===== config.mk =====
export PLATFORM = sky130hd
export DESIGN_NAME = parking_gate_controller_flat
export DESIGN_NICKNAME = d
export VERILOG_FILES = /design/src/rtl/parking_gate_controller_if.sv /design/src/rtl/parking_gate_controller.sv /design/src/flat_wrapper.sv
export SDC_FILE = /design/constraint.sdc
export NUM_CORES = 1
export LEC_CHECK = 0
export BUFFER_PORTS_ARGS = -buffer_cell sky130_fd_sc_hd__buf_2
export CAP_MARGIN = 30
export CORE_ASPECT_RATIO = 0.75
export CORE_MARGIN = 2
export CORE_UTILIZATION = 55
export DETAILED_ROUTE_END_ITERATION = 10
export PLACE_DENSITY = 0.78
export SKIP_CTS_REPAIR_TIMING = 1
export SYNTH_ARGS = -nofsm -noshare
export SYNTH_HDL_FRONTEND = slang
export SYNTH_SLANG_ARGS = --single-unit

===== constraint.sdc =====
create_clock -name clk -period 5.4 [get_ports clk]
set_input_delay 0.54 -clock clk [delete_from_list [all_inputs] [get_ports clk]]
set_output_delay 0.54 -clock clk [all_outputs]
set_load 0.05 [all_outputs]

===== src/rtl/parking_gate_controller_if.sv =====
// Request/gate/occupancy bundle between the car-park field side and the gate controller.
// The master drives requests and the car detector; the slave is the controller.
interface parking_gate_controller_if #(
  parameter int NUM_SLOTS = 8,
  parameter int SLOT_W    = 3
);
  logic                 entry_req;
  logic                 exit_req;
  logic [SLOT_W-1:0]    exit_slot;
  logic                 car_present;
  logic                 entry_gate_open;
  logic                 exit_gate_open;
  logic                 grant_valid;
  logic [SLOT_W-1:0]    grant_slot;
  logic                 entry_denied;
  logic                 exit_error;
  logic [NUM_SLOTS-1:0] parking_capacity;
  logic [SLOT_W:0]      free_count;
  logic                 full;

  modport master (
    output entry_req, exit_req, exit_slot, car_present,
    input  entry_gate_open, exit_gate_open, grant_valid, grant_slot,
           entry_denied, exit_error, parking_capacity, free_count, full
  );

  modport slave (
    input  entry_req, exit_req, exit_slot, car_present,
    output entry_gate_open, exit_gate_open, grant_valid, grant_slot,
           entry_denied, exit_error, parking_capacity, free_count, full
  );
endinterface


===== src/rtl/parking_gate_controller.sv =====
// Entry/exit barrier sequencer that owns the slot-occupancy mask, arbitrates
// buffered requests and times each gate-open interval.
module parking_gate_controller #(
  parameter int NUM_SLOTS   = 8,
  parameter int SLOT_W      = 3,
  parameter int GATE_CYCLES = 16
) (
  input logic                       clk,
  input logic                       rst,
  parking_gate_controller_if.slave  bus
);

  localparam int TIMER_W = $clog2(GATE_CYCLES);

  typedef enum logic [2:0] {
    IDLE,
    ENTRY_OPEN,
    EXIT_OPEN,
    HOLD_ENTRY,
    HOLD_EXIT
  } state_t;

  state_t               state, state_next;
  logic                 entry_q, exit_q;
  logic                 pend_entry, pend_entry_next;
  logic                 pend_exit, pend_exit_next;
  logic [SLOT_W-1:0]    exit_slot_q, exit_slot_q_next;
  logic                 prio_exit, prio_exit_next;
  logic [TIMER_W-1:0]   timer, timer_next;
  logic [NUM_SLOTS-1:0] capacity, capacity_next;
  logic [SLOT_W:0]      free_count_r, free_count_next;
  logic                 full_r, full_next;
  logic [SLOT_W-1:0]    grant_slot_r, grant_slot_next;
  logic                 grant_valid_r, grant_valid_next;
  logic                 entry_denied_r, entry_denied_next;
  logic                 exit_error_r, exit_error_next;
  logic                 entry_gate_r, entry_gate_next;
  logic                 exit_gate_r, exit_gate_next;

  logic                 entry_rise, exit_rise;
  logic                 serve_entry, serve_exit;
  logic                 clr_entry, clr_exit;
  logic                 slot_out_of_range;
  logic [SLOT_W-1:0]    lowest_free;

  // Next-state, request bookkeeping and occupancy update.
  always_comb begin
    state_next        = state;
    pend_entry_next   = pend_entry;
    pend_exit_next    = pend_exit;
    exit_slot_q_next  = exit_slot_q;
    prio_exit_next    = prio_exit;
    timer_next        = timer;
    capacity_next     = capacity;
    grant_slot_next   = grant_slot_r;
    grant_valid_next  = 1'b0;
    entry_denied_next = 1'b0;
    exit_error_next   = 1'b0;
    clr_entry         = 1'b0;
    clr_exit          = 1'b0;
    serve_entry       = 1'b0;
    serve_exit        = 1'b0;
    free_count_next   = '0;

    entry_rise = bus.entry_req & ~entry_q;
    exit_rise  = bus.exit_req & ~exit_q;
    slot_out_of_range = ({1'b0, exit_slot_q} >= (SLOT_W+1)'(NUM_SLOTS));

    lowest_free = '0;
    for (int i = NUM_SLOTS - 1; i >= 0; i--) begin
      if (capacity[i]) lowest_free = SLOT_W'(i);
    end

    case (state)
      IDLE: begin
        // Exit wins when full (it is the only request that can make progress).
        serve_exit  = pend_exit & (~pend_entry | full_r | prio_exit);
        serve_entry = pend_entry & ~serve_exit;
        if (serve_exit) begin
          clr_exit       = 1'b1;
          prio_exit_next = 1'b0;
          if (slot_out_of_range || capacity[exit_slot_q]) begin
            exit_error_next = 1'b1;
          end else begin
            capacity_next[exit_slot_q] = 1'b1;
            timer_next = TIMER_W'(GATE_CYCLES - 1);
            state_next = EXIT_OPEN;
          end
        end else if (serve_entry) begin
          clr_entry      = 1'b1;
          prio_exit_next = 1'b1;
          if (full_r) begin
            entry_denied_next = 1'b1;
          end else begin
            capacity_next[lowest_free] = 1'b0;
            grant_slot_next  = lowest_free;
            grant_valid_next = 1'b1;
            timer_next = TIMER_W'(GATE_CYCLES - 1);
            state_next = ENTRY_OPEN;
          end
        end
      end
      ENTRY_OPEN: begin
        if (timer == '0) state_next = bus.car_present ? HOLD_ENTRY : IDLE;
        else             timer_next = timer - 1'b1;
      end
      EXIT_OPEN: begin
        if (timer == '0) state_next = bus.car_present ? HOLD_EXIT : IDLE;
        else             timer_next = timer - 1'b1;
      end
      HOLD_ENTRY: if (!bus.car_present) state_next = IDLE;
      HOLD_EXIT:  if (!bus.car_present) state_next = IDLE;
      default:    state_next = IDLE;
    endcase

    // A rising edge that arrives while its flag is still pending is dropped.
    pend_entry_next = clr_entry ? 1'b0 : (pend_entry | entry_rise);
    pend_exit_next  = clr_exit  ? 1'b0 : (pend_exit | exit_rise);
    if (exit_rise && !pend_exit) exit_slot_q_next = bus.exit_slot;

    for (int i = 0; i < NUM_SLOTS; i++) begin
      free_count_next = free_count_next + (SLOT_W+1)'(capacity_next[i]);
    end
    full_next = (free_count_next == '0);

    entry_gate_next = (state_next == ENTRY_OPEN) || (state_next == HOLD_ENTRY);
    exit_gate_next  = (state_next == EXIT_OPEN)  || (state_next == HOLD_EXIT);
  end

  // State register; every output comes straight from a flop.
  always_ff @(posedge clk) begin
    if (rst) begin
      state          <= IDLE;
      entry_q        <= 1'b0;
      exit_q         <= 1'b0;
      pend_entry     <= 1'b0;
      pend_exit      <= 1'b0;
      exit_slot_q    <= '0;
      prio_exit      <= 1'b1;
      timer          <= '0;
      capacity       <= '1;
      free_count_r   <= (SLOT_W+1)'(NUM_SLOTS);
      full_r         <= 1'b0;
      grant_slot_r   <= '0;
      grant_valid_r  <= 1'b0;
      entry_denied_r <= 1'b0;
      exit_error_r   <= 1'b0;
      entry_gate_r   <= 1'b0;
      exit_gate_r    <= 1'b0;
    end else begin
      state          <= state_next;
      entry_q        <= bus.entry_req;
      exit_q         <= bus.exit_req;
      pend_entry     <= pend_entry_next;
      pend_exit      <= pend_exit_next;
      exit_slot_q    <= exit_slot_q_next;
      prio_exit      <= prio_exit_next;
      timer          <= timer_next;
      capacity       <= capacity_next;
      free_count_r   <= free_count_next;
      full_r         <= full_next;
      grant_slot_r   <= grant_slot_next;
      grant_valid_r  <= grant_valid_next;
      entry_denied_r <= entry_denied_next;
      exit_error_r   <= exit_error_next;
      entry_gate_r   <= entry_gate_next;
      exit_gate_r    <= exit_gate_next;
    end
  end

  assign bus.entry_gate_open  = entry_gate_r;
  assign bus.exit_gate_open   = exit_gate_r;
  assign bus.grant_valid      = grant_valid_r;
  assign bus.grant_slot       = grant_slot_r;
  assign bus.entry_denied     = entry_denied_r;
  assign bus.exit_error       = exit_error_r;
  assign bus.parking_capacity = capacity;
  assign bus.free_count       = free_count_r;
  assign bus.full             = full_r;

endmodule


===== src/flat_wrapper.sv =====
// flat-port wrapper written by rule: the top's interface ports become plain ports
module parking_gate_controller_flat 
#(
  parameter int NUM_SLOTS   = 8,
  parameter int SLOT_W      = 3,
  parameter int GATE_CYCLES = 16
)
  (clk, rst, bus_entry_req, bus_exit_req, bus_exit_slot, bus_car_present, bus_entry_gate_open, bus_exit_gate_open, bus_grant_valid, bus_grant_slot, bus_entry_denied, bus_exit_error, bus_parking_capacity, bus_free_count, bus_full);
  parking_gate_controller_if #(.NUM_SLOTS(NUM_SLOTS), .SLOT_W(SLOT_W)) bus_i ();
  input logic clk;
  input logic rst;
  input wire logic [$bits(bus_i.entry_req)-1:0] bus_entry_req;
  input wire logic [$bits(bus_i.exit_req)-1:0] bus_exit_req;
  input wire logic [$bits(bus_i.exit_slot)-1:0] bus_exit_slot;
  input wire logic [$bits(bus_i.car_present)-1:0] bus_car_present;
  output wire logic [$bits(bus_i.entry_gate_open)-1:0] bus_entry_gate_open;
  output wire logic [$bits(bus_i.exit_gate_open)-1:0] bus_exit_gate_open;
  output wire logic [$bits(bus_i.grant_valid)-1:0] bus_grant_valid;
  output wire logic [$bits(bus_i.grant_slot)-1:0] bus_grant_slot;
  output wire logic [$bits(bus_i.entry_denied)-1:0] bus_entry_denied;
  output wire logic [$bits(bus_i.exit_error)-1:0] bus_exit_error;
  output wire logic [$bits(bus_i.parking_capacity)-1:0] bus_parking_capacity;
  output wire logic [$bits(bus_i.free_count)-1:0] bus_free_count;
  output wire logic [$bits(bus_i.full)-1:0] bus_full;
  assign bus_i.entry_req = bus_entry_req;
  assign bus_i.exit_req = bus_exit_req;
  assign bus_i.exit_slot = bus_exit_slot;
  assign bus_i.car_present = bus_car_present;
  assign bus_entry_gate_open = bus_i.entry_gate_open;
  assign bus_exit_gate_open = bus_i.exit_gate_open;
  assign bus_grant_valid = bus_i.grant_valid;
  assign bus_grant_slot = bus_i.grant_slot;
  assign bus_entry_denied = bus_i.entry_denied;
  assign bus_exit_error = bus_i.exit_error;
  assign bus_parking_capacity = bus_i.parking_capacity;
  assign bus_free_count = bus_i.free_count;
  assign bus_full = bus_i.full;
  parking_gate_controller #(.NUM_SLOTS(NUM_SLOTS), .SLOT_W(SLOT_W), .GATE_CYCLES(GATE_CYCLES)) u_core (.clk(clk), .rst(rst), .bus(bus_i));
endmodule

==> impl_metrics.csv <==
group,metric,value,unit
floorplanning,placementRows,18,
floorplanning,die-area,0.00381,sq mm
setup_path,crit_fanout,10,
global_routing,grt_pass1_vias,1371,
detailed_routing,via_count,1564,
sta,period_minus_slack,4.75,ns
detailed_routing,first_iter_violations,79,
global_routing,grt_overflow_total,0,
setup_path,crit_family,"adder cells",
setup_path,path_class,"reg2reg",
clock_network,cts_tree,"built",
logic_synthesis,netlist.area_leader.share,0.394,
floorplanning,core-area,0.00324,sq mm
logic_synthesis,synth_seq_cells,36,
place,dpl_cell_area,0.00198,sq mm
setup_path,slowest_stage,"dfxtp_1",
final_layout,area_growth,13.4,%
final_layout,n_fill_cell,294,
setup_path,cpMostUsedCell,"fa_1",
logic_synthesis,syn_inst,210,
setup_path,setup.worst_path.start_class,"flip-flop",
sta,setup_viol_count_final,0,
detailed_routing,ant_nets,0,
place,hpwl,2940,um
setup_path,max_stage_delay,0.53,ns
sta,setup_ws,0.649,ns
pwr,p_int,557,uW
setup_path,end_kind,"flip-flop",
final_layout,antennaDiodeCount,0,
global_routing,antenna_found_initial,0,
logic_synthesis,async_reset_ff_frac,0,
pwr,p_sw_frac,0.401,
place,dp_slack,0.694,ns
logic_synthesis,synth_cell_type_count,45,
status,status,"completed",
logic_synthesis,synth_flop_cell,"dfxtp_1",
global_routing,grt_max_degree,26,
sta,worstMarginPinSlew,0.642,ns
logic_synthesis,yosysWarnings,0,
sta,max_freq,210,MHz
logic_synthesis,syn_area,0.00183,sq mm
sta,period_share,0.880,
detailed_routing,drc,0,
pwr,max-vdd-ir-drop,0.256,mV
floorplanning,die-width,70.6,um
sta,hold_viol,0,
final_layout,nets,254,
place,place_congestion,0.978,
clock_network,clock-sinks,36,
logic_synthesis,synth_area_leaders,"dfxtp_1 (39%), a21oi_1 (4.9%), fa_1 (4.4%), nor2_1 (4.3%), nor2b_1 (3.8%)",
global_routing,grt_usage,0.235,
clock_network,numCtsBuffers,5,
min_path,hp-class,"in2reg",
floorplanning,ios,29,
detailed_routing,drt-vias-per-instance,5.63,
clock_network,clk_latency,0.29,ns
global_routing,grt_pass1_wl,6640,um
logic_synthesis,yosys.area.top_type,"dfxtp_1",
detailed_routing,post_drt_wl_per_cell,14.2,um
sta,drv_slew,0,
clock_network,clock-root-buffer,"clkbuf_8",
pwr,seqPwrFrac,0.387,
sta,fin_setup_tns,0,ns
clock_network,max-clock-path-buffers,2,
pwr,power_density,447,mW/mm^2
logic_synthesis,avgSynthCellArea,8.72,sq um
pwr,power_switching,372,uW
final_layout,stdcell_area,0.00208,sq mm
floorplanning,floorplan.initialDensity,0.564,
floorplanning,die_y,54.0,um
setup_path,path_cells,"mux2_2, mux4_2, or2_1, o31ai_1, ha_1, inv_1, fa_1, fa_1, fa_1, inv_1, fa_1, nor4b_1",
sta,worst_clock_skew,0.00315,ns
clock_network,cts_max_level,2,
final_layout,layout-drive-gt1-share,0.189,
detailed_routing,wl,3950,um
flow_run,maxCapViolations,0,
setup_path,cp_data_required_time,5.59,ns
sta,relSlewSlack,0.572,
clock_network,clk_pin_slew,0.07,ns
setup_path,critical_path_buf_inv_count,2,
logic_synthesis,syn-num-nets,226,
setup_path,crit_arrival,4.94,ns
detailed_routing,dr.pass1.iters,4,
pwr,p_comb_frac,0.393,
pwr,leakagePower,0.000869,uW
place,port_buffers,28,
sta,rsz0062_at_grt,"no",
logic_synthesis,ys_seq_area_frac,0.394,
final_layout,final_core_util,0.640,
pwr,pwr-share-clk,0.220,
logic_synthesis,synth_edf_count,0,
==> placed cells by master, fill, tap and decap left out, types with 3 or more instances in the layout <==
cell type,count
nor3_1,5
o31ai_1,4
a21oi_1,18
nor4_1,4
nand2b_1,3
o21ai_0,7
nand3b_1,3
ha_1,4
a21o_1,3
nor2b_1,11
or3_1,5
fa_1,4
nor2_1,21
dfxtp_1,36
nand3_1,5
buf_2,28
inv_1,17
nand2_1,13
or2_1,3
nor3b_1,4
mux2_2,4
clkbuf_8,7
==> per-stage QoR <==
| step | total power, uW | cells | hold slack (ns) |
|---|---|---|---|
| floorplan | 651 | 210 | 0.462 |
| global placement | 722 | 271 | 0.473 |
| detailed placement | 729 | 271 | 0.484 |
| CTS | 933 | 278 | 0.469 |
| global route | 991 | 278 | 0.516 |
| finish | 929 | 278 | 0.474 |
==> worst paths after layout <==
kind	startpoint	end	slack, ns	cells past startpoint
worst max-delay path	u_core.exit_slot_q[0]	u_core.bus.full	0.65	12
worst min-delay path	bus_exit_req	u_core.exit_q	0.47	2
worst max register to register	u_core.exit_slot_q[0]	u_core.bus.full	0.65	12
worst min register to register	u_core.bus.grant_slot[2]	u_core.bus.grant_slot[2]	0.49	2
==> Yosys cell counts, drive strengths merged, types with 3 or more instances <==
cell type	n
o21ai	7
nand3	5
inv	17
nand2b	3
nor3	6
nand2	13
nor2b	11
fa	4
nor4	4
ha	4
o31ai	4
dfxtp	36
or3	5
nor2	21
nand3b	3
nor3b	4
clkbuf	5
a21o	3
mux2	4
or2	5
a21oi	18
==> power groups by stage <==
stage          Combinational, uW  Clock, uW  Sequential [uW]
2_1_floorplan                222          0              429
3_3_place_gp                 357          0              364
3_5_place_dp                 365          0              364
4_1_cts                      365        209              359
5_1_grt                      407        216              368
6_report                     365        204              360
==> sequential cells by signal (all words and copies together) (netlist names) <==
| name | flops |
|---|---|
| u_core.bus.exit_error | 1 |
| u_core.bus.parking_capacity | 8 |
| u_core.entry_q | 1 |
| u_core.bus.grant_valid | 1 |
| u_core.timer | 4 |
| u_core.bus.free_count | 4 |
| u_core.exit_slot_q | 3 |
| u_core.state | 3 |
| u_core.bus.full | 1 |
| u_core.exit_q | 1 |
| u_core.bus.entry_gate_open | 1 |
| u_core.bus.exit_gate_open | 1 |
| u_core.bus.entry_denied | 1 |
| u_core.prio_exit | 1 |
| u_core.pend_entry | 1 |
| u_core.pend_exit | 1 |
| u_core.bus.grant_slot | 3 |
==> layout make-up <==
class | count | area, sq um | share of cell area
repair buffers | 28 | 140 | 0.0675
inverters | 17 | 63.8 | 0.0307
clock buffers | 7 | 96.3 | 0.0464
well taps | 40 | 50.0 | 0.0241
flip-flops and latches | 36 | 721 | 0.347
multi-input cells | 150 | 1000 | 0.484
==> logic make-up after synthesis <==
logic type | Yosys count | synth area share
buffers and inverters | 24 | 0.0574
adders and majority gates | 8 | 0.0711
and+or+nand+nor | 87 | 0.255
xor gates and xnor gates | 2 | 0.00957
DFF | 36 | 0.394
AOI/OAI and AO/OA | 46 | 0.165
muxes | 7 | 0.0478
==> routing by layer <==
| metal | share of wire | GRT usage | up-vias | wire, um |
|---|---|---|---|---|
| met2 | 0.40 | 0.343 | 55 | 1600 |
| met3 | 0.068 | 0.0599 | 9 | 270 |
| met1 | 0.51 | 0.332 | 699 | 2010 |
| met4 | 0.019 | 0.104 | 0 | 76 |
| li1 | - | - | 801 | - |
| met5 | 0 | 0 | - | 0 |
Note: power is estimated with default switching activity, not from simulation.
